$ cat src/rtl/dmem_arbiter.sv
// dmem_arbiter: shares the single data-memory port between the CPU MEM stage
// and a DMA/loader master. Grants are combinational from registered
// arbitration state. A starvation counter forces DMA through after
// STARVE_LIMIT contested CPU wins. Locked DMA bursts are capped at MAX_BURST
// grants.
module dmem_arbiter #(
  parameter int ADDR_W       = 32,
  parameter int DATA_W       = 32,
  parameter int STARVE_LIMIT = 4,
  parameter int MAX_BURST    = 8
) (
  input  logic              clk,
  input  logic              reset,
  input  logic              cpu_req,
  input  logic              cpu_we,
  input  logic [ADDR_W-1:0] cpu_addr,
  input  logic [DATA_W-1:0] cpu_wdata,
  output logic [DATA_W-1:0] cpu_rdata,
  output logic              cpu_stall,
  input  logic              dma_req,
  input  logic              dma_we,
  input  logic [ADDR_W-1:0] dma_addr,
  input  logic [DATA_W-1:0] dma_wdata,
  input  logic              dma_lock,
  output logic              dma_gnt,
  output logic [DATA_W-1:0] dma_rdata,
  output logic              dma_rvalid,
  output logic [ADDR_W-1:0] mem_addr,
  output logic [DATA_W-1:0] mem_wdata,
  output logic              mem_re,
  output logic              mem_we,
  input  logic [DATA_W-1:0] mem_rdata
);

  typedef enum logic {FREE = 1'b0, LOCKED = 1'b1} mode_t;

  localparam logic [3:0] STARVE_MAX = 4'(STARVE_LIMIT);
  localparam logic [7:0] BURST_MAX  = 8'(MAX_BURST);

  mode_t             mode_q, mode_d;
  logic [3:0]        starve_cnt_q, starve_cnt_d;
  logic [7:0]        burst_cnt_q, burst_cnt_d;
  logic [7:0]        burst_inc;
  logic              dma_rvalid_q, dma_rvalid_d;
  logic [DATA_W-1:0] dma_rdata_q, dma_rdata_d;
  logic              cpu_gnt;
  logic              dma_gnt_w;

  // Grant decision: LOCKED belongs to DMA; FREE favours the CPU until starved.
  always_comb begin
    cpu_gnt   = 1'b0;
    dma_gnt_w = 1'b0;
    if (mode_q == LOCKED) begin
      dma_gnt_w = dma_req;
    end else if (cpu_req && dma_req) begin
      if (starve_cnt_q == STARVE_MAX) begin
        dma_gnt_w = 1'b1;
      end else begin
        cpu_gnt = 1'b1;
      end
    end else begin
      cpu_gnt   = cpu_req;
      dma_gnt_w = dma_req;
    end
  end

  // Port mux. With no grant the CPU address/data still drive the bus, but
  // both enables stay low.
  always_comb begin
    mem_addr  = cpu_addr;
    mem_wdata = cpu_wdata;
    mem_re    = 1'b0;
    mem_we    = 1'b0;
    if (dma_gnt_w) begin
      mem_addr  = dma_addr;
      mem_wdata = dma_wdata;
      mem_re    = ~dma_we;
      mem_we    = dma_we;
    end else if (cpu_gnt) begin
      mem_re = ~cpu_we;
      mem_we = cpu_we;
    end
  end

  assign cpu_rdata  = mem_rdata;
  assign cpu_stall  = cpu_req & ~cpu_gnt;
  assign dma_gnt    = dma_gnt_w;
  assign dma_rdata  = dma_rdata_q;
  assign dma_rvalid = dma_rvalid_q;
  assign burst_inc  = burst_cnt_q + 8'd1;

  // Next-state for mode, the starvation/burst counters and DMA read capture.
  always_comb begin
    mode_d       = mode_q;
    starve_cnt_d = starve_cnt_q;
    burst_cnt_d  = burst_cnt_q;
    dma_rvalid_d = dma_gnt_w & ~dma_we;
    dma_rdata_d  = dma_rdata_q;

    if (dma_rvalid_d) begin
      dma_rdata_d = mem_rdata;
    end

    // Starvation only accrues on contested cycles that the CPU wins.
    if (dma_gnt_w || !dma_req) begin
      starve_cnt_d = 4'd0;
    end else if (cpu_gnt && starve_cnt_q != STARVE_MAX) begin
      starve_cnt_d = starve_cnt_q + 4'd1;
    end

    case (mode_q)
      FREE: begin
        if (dma_gnt_w && dma_lock) begin
          // A single-grant burst limit releases as soon as the lock is entered.
          if (BURST_MAX == 8'd1) begin
            burst_cnt_d = 8'd0;
          end else begin
            mode_d      = LOCKED;
            burst_cnt_d = 8'd1;
          end
        end
      end
      LOCKED: begin
        if (!dma_req || !dma_lock || burst_inc == BURST_MAX) begin
          mode_d      = FREE;
          burst_cnt_d = 8'd0;
        end else begin
          burst_cnt_d = burst_inc;
        end
      end
      default: begin
        mode_d      = FREE;
        burst_cnt_d = 8'd0;
      end
    endcase
  end

  // State registers; reset drops any pending DMA read result.
  always_ff @(posedge clk or negedge reset) begin
    if (!reset) begin
      mode_q       <= FREE;
      starve_cnt_q <= 4'd0;
      burst_cnt_q  <= 8'd0;
      dma_rvalid_q <= 1'b0;
      dma_rdata_q  <= '0;
    end else begin
      mode_q       <= mode_d;
      starve_cnt_q <= starve_cnt_d;
      burst_cnt_q  <= burst_cnt_d;
      dma_rvalid_q <= dma_rvalid_d;
      dma_rdata_q  <= dma_rdata_d;
    end
  end

endmodule

$ cat config.mk
export PLATFORM = sky130hd
export DESIGN_NAME = dmem_arbiter
export DESIGN_NICKNAME = d
export VERILOG_FILES = /design/src/rtl/dmem_arbiter.sv
export SDC_FILE = /design/constraint.sdc
export NUM_CORES = 1
export LEC_CHECK = 0
export ABC_CLOCK_PERIOD_IN_PS = 2400
export CAP_MARGIN = 5
export CELL_PAD_IN_SITES_DETAIL_PLACEMENT = 0
export CELL_PAD_IN_SITES_GLOBAL_PLACEMENT = 2
export CORE_MARGIN = 4
export CORE_UTILIZATION = 16
export DETAILED_ROUTE_END_ITERATION = 10
export PLACE_DENSITY_LB_ADDON = 0.1
export RECOVER_POWER = 25
export SYNTH_ARGS = -nofsm -noshare
export SYNTH_HDL_FRONTEND = slang
export SYNTH_SLANG_ARGS = --single-unit
$ cat constraint.sdc
create_clock -name clk -period 2.4 [get_ports clk]
set_input_delay 0.48 -clock clk [delete_from_list [all_inputs] [get_ports clk]]
set_output_delay 0.48 -clock clk [all_outputs]
set_load 0.02 [all_outputs]
======== Word level (Yosys, flattened, before mapping) ========
Cells that the tools add are included.
cells by class
  multiplexer cells ....................... 20
  bitwise gates (word level) .............. 6
  reduce and logical (&&, ||, !) cells .... 9
  add/sub/neg operators ................... 2
  equal/unequal tests ..................... 4
operator list
  operator             count
  $mux 32              2
  $mux 8               2
  $pmux 8 s2           1
  $mux 1               12
  $add 8x1->8 const B  1
  $eq 8x4->1 const B   1
  $mux 4               2
  $add 4x1->4 const B  1
  $eq 4x3->1 const B   1
  $ne 4x3->1 const B   1
  $not 1->1            4
  $logic_and 1x1->1    3
  $logic_or 1x1->1     3
  $and 1x1->1          2
  $logic_not 1->1      2
  $ne 2x2->1 const B   1
  $pmux 1 s2           1
  $reduce_bool 2->1    1
storage, ports and cells
  register bits after elaboration ......... 46
  bits of input ports ..................... 167
  logic and storage cells ................. 46

======== Logic depth before layout (Yosys ltp) ========
  depth in word-level cells ............... 7
  depth in mapped cells ................... 8

======== Worst setup path after synthesis ========
OpenSTA, ideal clock, no wires.
  path type ............................... reg-to-output
  from .................................... register starve_cnt_q[0]
  to ...................................... output mem_re
  buffers on the path ..................... 1
  path slack .............................. 325 ps
  required time ........................... 1,920 ps
  arrival ................................. 1,595 ps
  cell stages (with the launch flop) ...... 9
  cells stage by stage .................... dfrtp_1 inv_1 ha_1 nand3b_1 nand2_1 nand2_2 buf_6 mux2i_1 nor2b_1
on the way
  word-level cells in the longest chain between the ends .. 6
ends and longest elaborated chain
  element                 line  RTL
  from (decl)             41    logic [3:0] starve_cnt_q, starve_cnt_d;
  from (signal assigned)  148   starve_cnt_q <= starve_cnt_d;
  $eq 4x3->1 (*)          56    if (starve_cnt_q == STARVE_MAX) begin
  $mux 1                  56
  $mux 1                  55    end else if (cpu_req && dma_req) begin
  $mux 1                  53    if (mode_q == LOCKED) begin
  $mux 1                  79    end else if (cpu_gnt) begin
  $mux 1 (*)              74    if (dma_gnt_w) begin
  to (decl)               30    output logic mem_re,
Every way passes the cells marked *; elsewhere a longest branch is shown, timed or not.

======== Worst setup path in the final report ========
  from .................................... register starve_cnt_q[0]
  to ...................................... output mem_wdata[27]
on the way
  word-level cells in the longest chain between the ends .. 5
ends and longest elaborated chain
  element     line  RTL
  $eq 4x3->1  56
  $mux 1      56
  $mux 1      55
  $mux 1      53
  $mux 32     74
  to (decl)   29    output logic [DATA_W-1:0] mem_wdata,
No other way between the ends.

==> out/qor.yml <==
status: "finished with violations"
violations: "setup timing"
seq_power_share: 0.295
synthFlopType: "dfrtp_1"
powerDensity_nw_per_um2: 465.8
worstPathRequired_ps: 1920
swShare: 0.3196
grt-ovfl-total: 0
synth-seq-area-share: 0.3591
synthCells: 260
synthTopCellsByArea: "dfrtp_1 (36%), mux2_4 (19%), mux2_1 (10%), mux2_2 (9.8%), buf_4 (8.2%)"
synthArstFlopShare: 1.000
cp_cell_sequence: "inv_2 -> ha_4 -> nand3b_1 -> nand2_2 -> nand2_4 -> buf_12 -> buf_12 -> buf_6 -> mux2_4 -> buf_6"
gr-usage-met3: 0.04452
drv_cap: 0
slew_viol_final: 0
share_comb_of_total_power: 0.490
drt_wl_total_um: 15750
clockBufferDepth: 2
h-tree-depth: 2
clock_sinks: 46
relSlewSlack: 0.1356
instances_no_fill: 827
dp.cells: 801
grt_pass1_wl_um: 22220
rsz0062_at_grt: "true"
p_int_w: 0.002186
ant_nets: 0
cts_inserted_buffers: 5
syn2layout_area_growth_pct: 115.2
cp_slowest_cell: "dfrtp_1"
cts.clk_slew.worst_paths_ps: 60
gp_congestion: 0.7335
dieArea_sq_um: 22360
grtUsageMet2: 0.2670
layout.nets: 731
antenna_found_initial: 1
drive_gt1_frac: 0.3405
drt_pass1_iterations: 4
crit_path_end_kind: "output port"
path_delay_family: "buffers and inverters"
grt_max_degree: 28
final_common_cell: "clkdlybuf4s50_1"
fin_crit_sh: 1.021
worstPathMaxFanout: 8
viasPerCell: 3.800
yosysTopAreaCell: "dfrtp_1"
ioPinCount: 300
fmax_mhz: 407.9
synth_edf_count: 0
cp.arrival_ps: 1970
fin_crit_ps: 2451
num_vias: 3143
syn-num-nets: 431
grt_pass1_vias: 3372
yosys_warnings: 0
start_util: 0.1636
syn_avg_cell_area_sq_um: 12.33
die_y_um: 149.5
fp-row-count: 51
fin_skew_ps: 7.145
hold_viol: 0
setup_viol: 17
hold_class: "input pin to asynchronous set/reset pin"
cts_root_buf: "clkbuf_16"
core_sq_um: 19590
synth_top_area_frac: 0.3591
crit_type: "flop to output port"
tightest_slew_ps: 1297
fin_ws_ps: -51.32
synth_cell_types: 36
p_switching_w: 0.001027
drt_iter0_drc: 42
insertion_delay_ps: 290
total_power_w: 0.003213
critPathBufInv: 5
power.leakage_nw: 3.014
ys_ff_latch: 46
power_frac_clock: 0.215
peakVddDrop_mv: 0.2691
grt-busiest-layer: "met2"
syn_area_sq_um: 3206
avgRoutedWirePerCell_um: 19.04
numPortBuffers: 299
final_util: 0.3521
drcViolationCount: 0
grt_use_total: 0.1318
dp_hpwl_um: 13220
use_met1: 0.1278
cts_tree: "built"
final_cell_mix: "clkdlybuf4s50_1 (229), buf_6 (73), mux2_4 (53)"
fillCellCount: 1966
cpPeakStageDelay_ps: 380
hold_ws_ps: 461.6
start_kind: "flop"
die_w_um: 149.5
==> layer usage <==
metal / wire, um / share of wire
met1: 4987 / 0.32
met2: 8855 / 0.56
met3: 1652 / 0.10
met4: 253 / 0.016
met5: 0 / 0
==> through the flow <==
step / TNS [ps] / worst slack, ps / area [sq um]
global placement: -37860 / -626.6 / 6407
floorplan: 0 / 325.2 / 3206
global route: -3281 / -144.7 / 6898
CTS: -5208 / -226.0 / 6858
finish: -499.8 / -51.32 / 6898
detailed placement: -37910 / -621.8 / 6407
==> logic make-up (layout without fill, tap and decap cells) <==
logic type	Yosys count	count (layout)	share of synthesized area
multiplexers	99	99	0.3938
buffers and inverters	50	351	0.1144
flip-flops	46	46	0.3591
AND/OR/NAND/NOR	39	39	0.06597
AO/OA/AOI/OAI	17	17	0.03747
XOR/XNOR	5	5	0.01366
adder cells (fa/ha/maj)	4	4	0.01561
other	0	1	0
==> flip-flops by register name (all words and copies together) (netlist names) <==
| name | count |
|---|---|
| mode_q | 1 |
| dma_rdata | 32 |
| dma_rvalid | 1 |
| starve_cnt_q | 4 |
| burst_cnt_q | 8 |
==> final cells by class <==
| cell class | instances | area [sq um] | area share |
|---|---|---|---|
| timing repair buffer | 336 | 3456 | 0.5010 |
| multi-input combinational | 164 | 1784 | 0.2587 |
| sequential | 46 | 1151 | 0.1669 |
| tap | 265 | 331.6 | 0.04807 |
| clock buffer | 5 | 125.1 | 0.01814 |
| inverter | 7 | 26.28 | 0.003809 |
| clock inverter | 3 | 21.27 | 0.003084 |
| antenna | 1 | 2.502 | 0.0003628 |
==> cell usage after synthesis (all sizes together) (2+ instances only) <==
| cell | n |
|---|---|
| nor2 | 11 |
| a21oi | 3 |
| inv | 7 |
| o21a | 3 |
| o21ai | 4 |
| and3 | 3 |
| dfrtp | 46 |
| nand3 | 8 |
| nor2b | 2 |
| buf | 43 |
| mux2 | 97 |
| nand2 | 9 |
| xor2 | 3 |
| mux2i | 2 |
| xnor2 | 2 |
| ha | 4 |
==> final timing paths <==
kind / slack, ps / end / cells past startpoint / from
worst max-delay path: -50 / mem_wdata[27] / 10 / starve_cnt_q[0]$_DFFE_PN0P_
worst min register to register: 480 / dma_rdata[20]$_DFFE_PN0P_ / 1 / dma_rdata[20]$_DFFE_PN0P_
min in group clk: 480 / dma_rdata[20]$_DFFE_PN0P_ / 1 / dma_rdata[20]$_DFFE_PN0P_
worst min-delay path: 460 / dma_rdata[29]$_DFFE_PN0P_ / 1 / reset
worst max register to register: 510 / dma_rdata[23]$_DFFE_PN0P_ / 10 / starve_cnt_q[0]$_DFFE_PN0P_
max in group asynchronous: 650 / burst_cnt_q[4]$_DFFE_PN0P_ / 2 / reset
==> power groups by stage <==
| stage | Sequential, W | Combinational (W) | Clock (W) |
|---|---|---|---|
| 3_3_place_gp | 0.000961 | 0.00150 | 0 |
| 6_report | 0.000949 | 0.00157 | 0.000691 |
| 2_1_floorplan | 0.00110 | 0.000516 | 0 |
| 3_5_place_dp | 0.000964 | 0.00150 | 0 |
| 4_1_cts | 0.000950 | 0.00159 | 0.000736 |
| 5_1_grt | 0.000969 | 0.00166 | 0.000756 |
==> timing repair <==
item / 4_1_cts / 5_1_grt
buffers inserted: 17 / 1
pin swaps: 4 / 2
gates resized for setup: 383 / 54
setup endpoints to repair: 68 / 67
cloned: 4 / 0
hold buffers: 0 / 0
(Power assumes the default switching activity.)
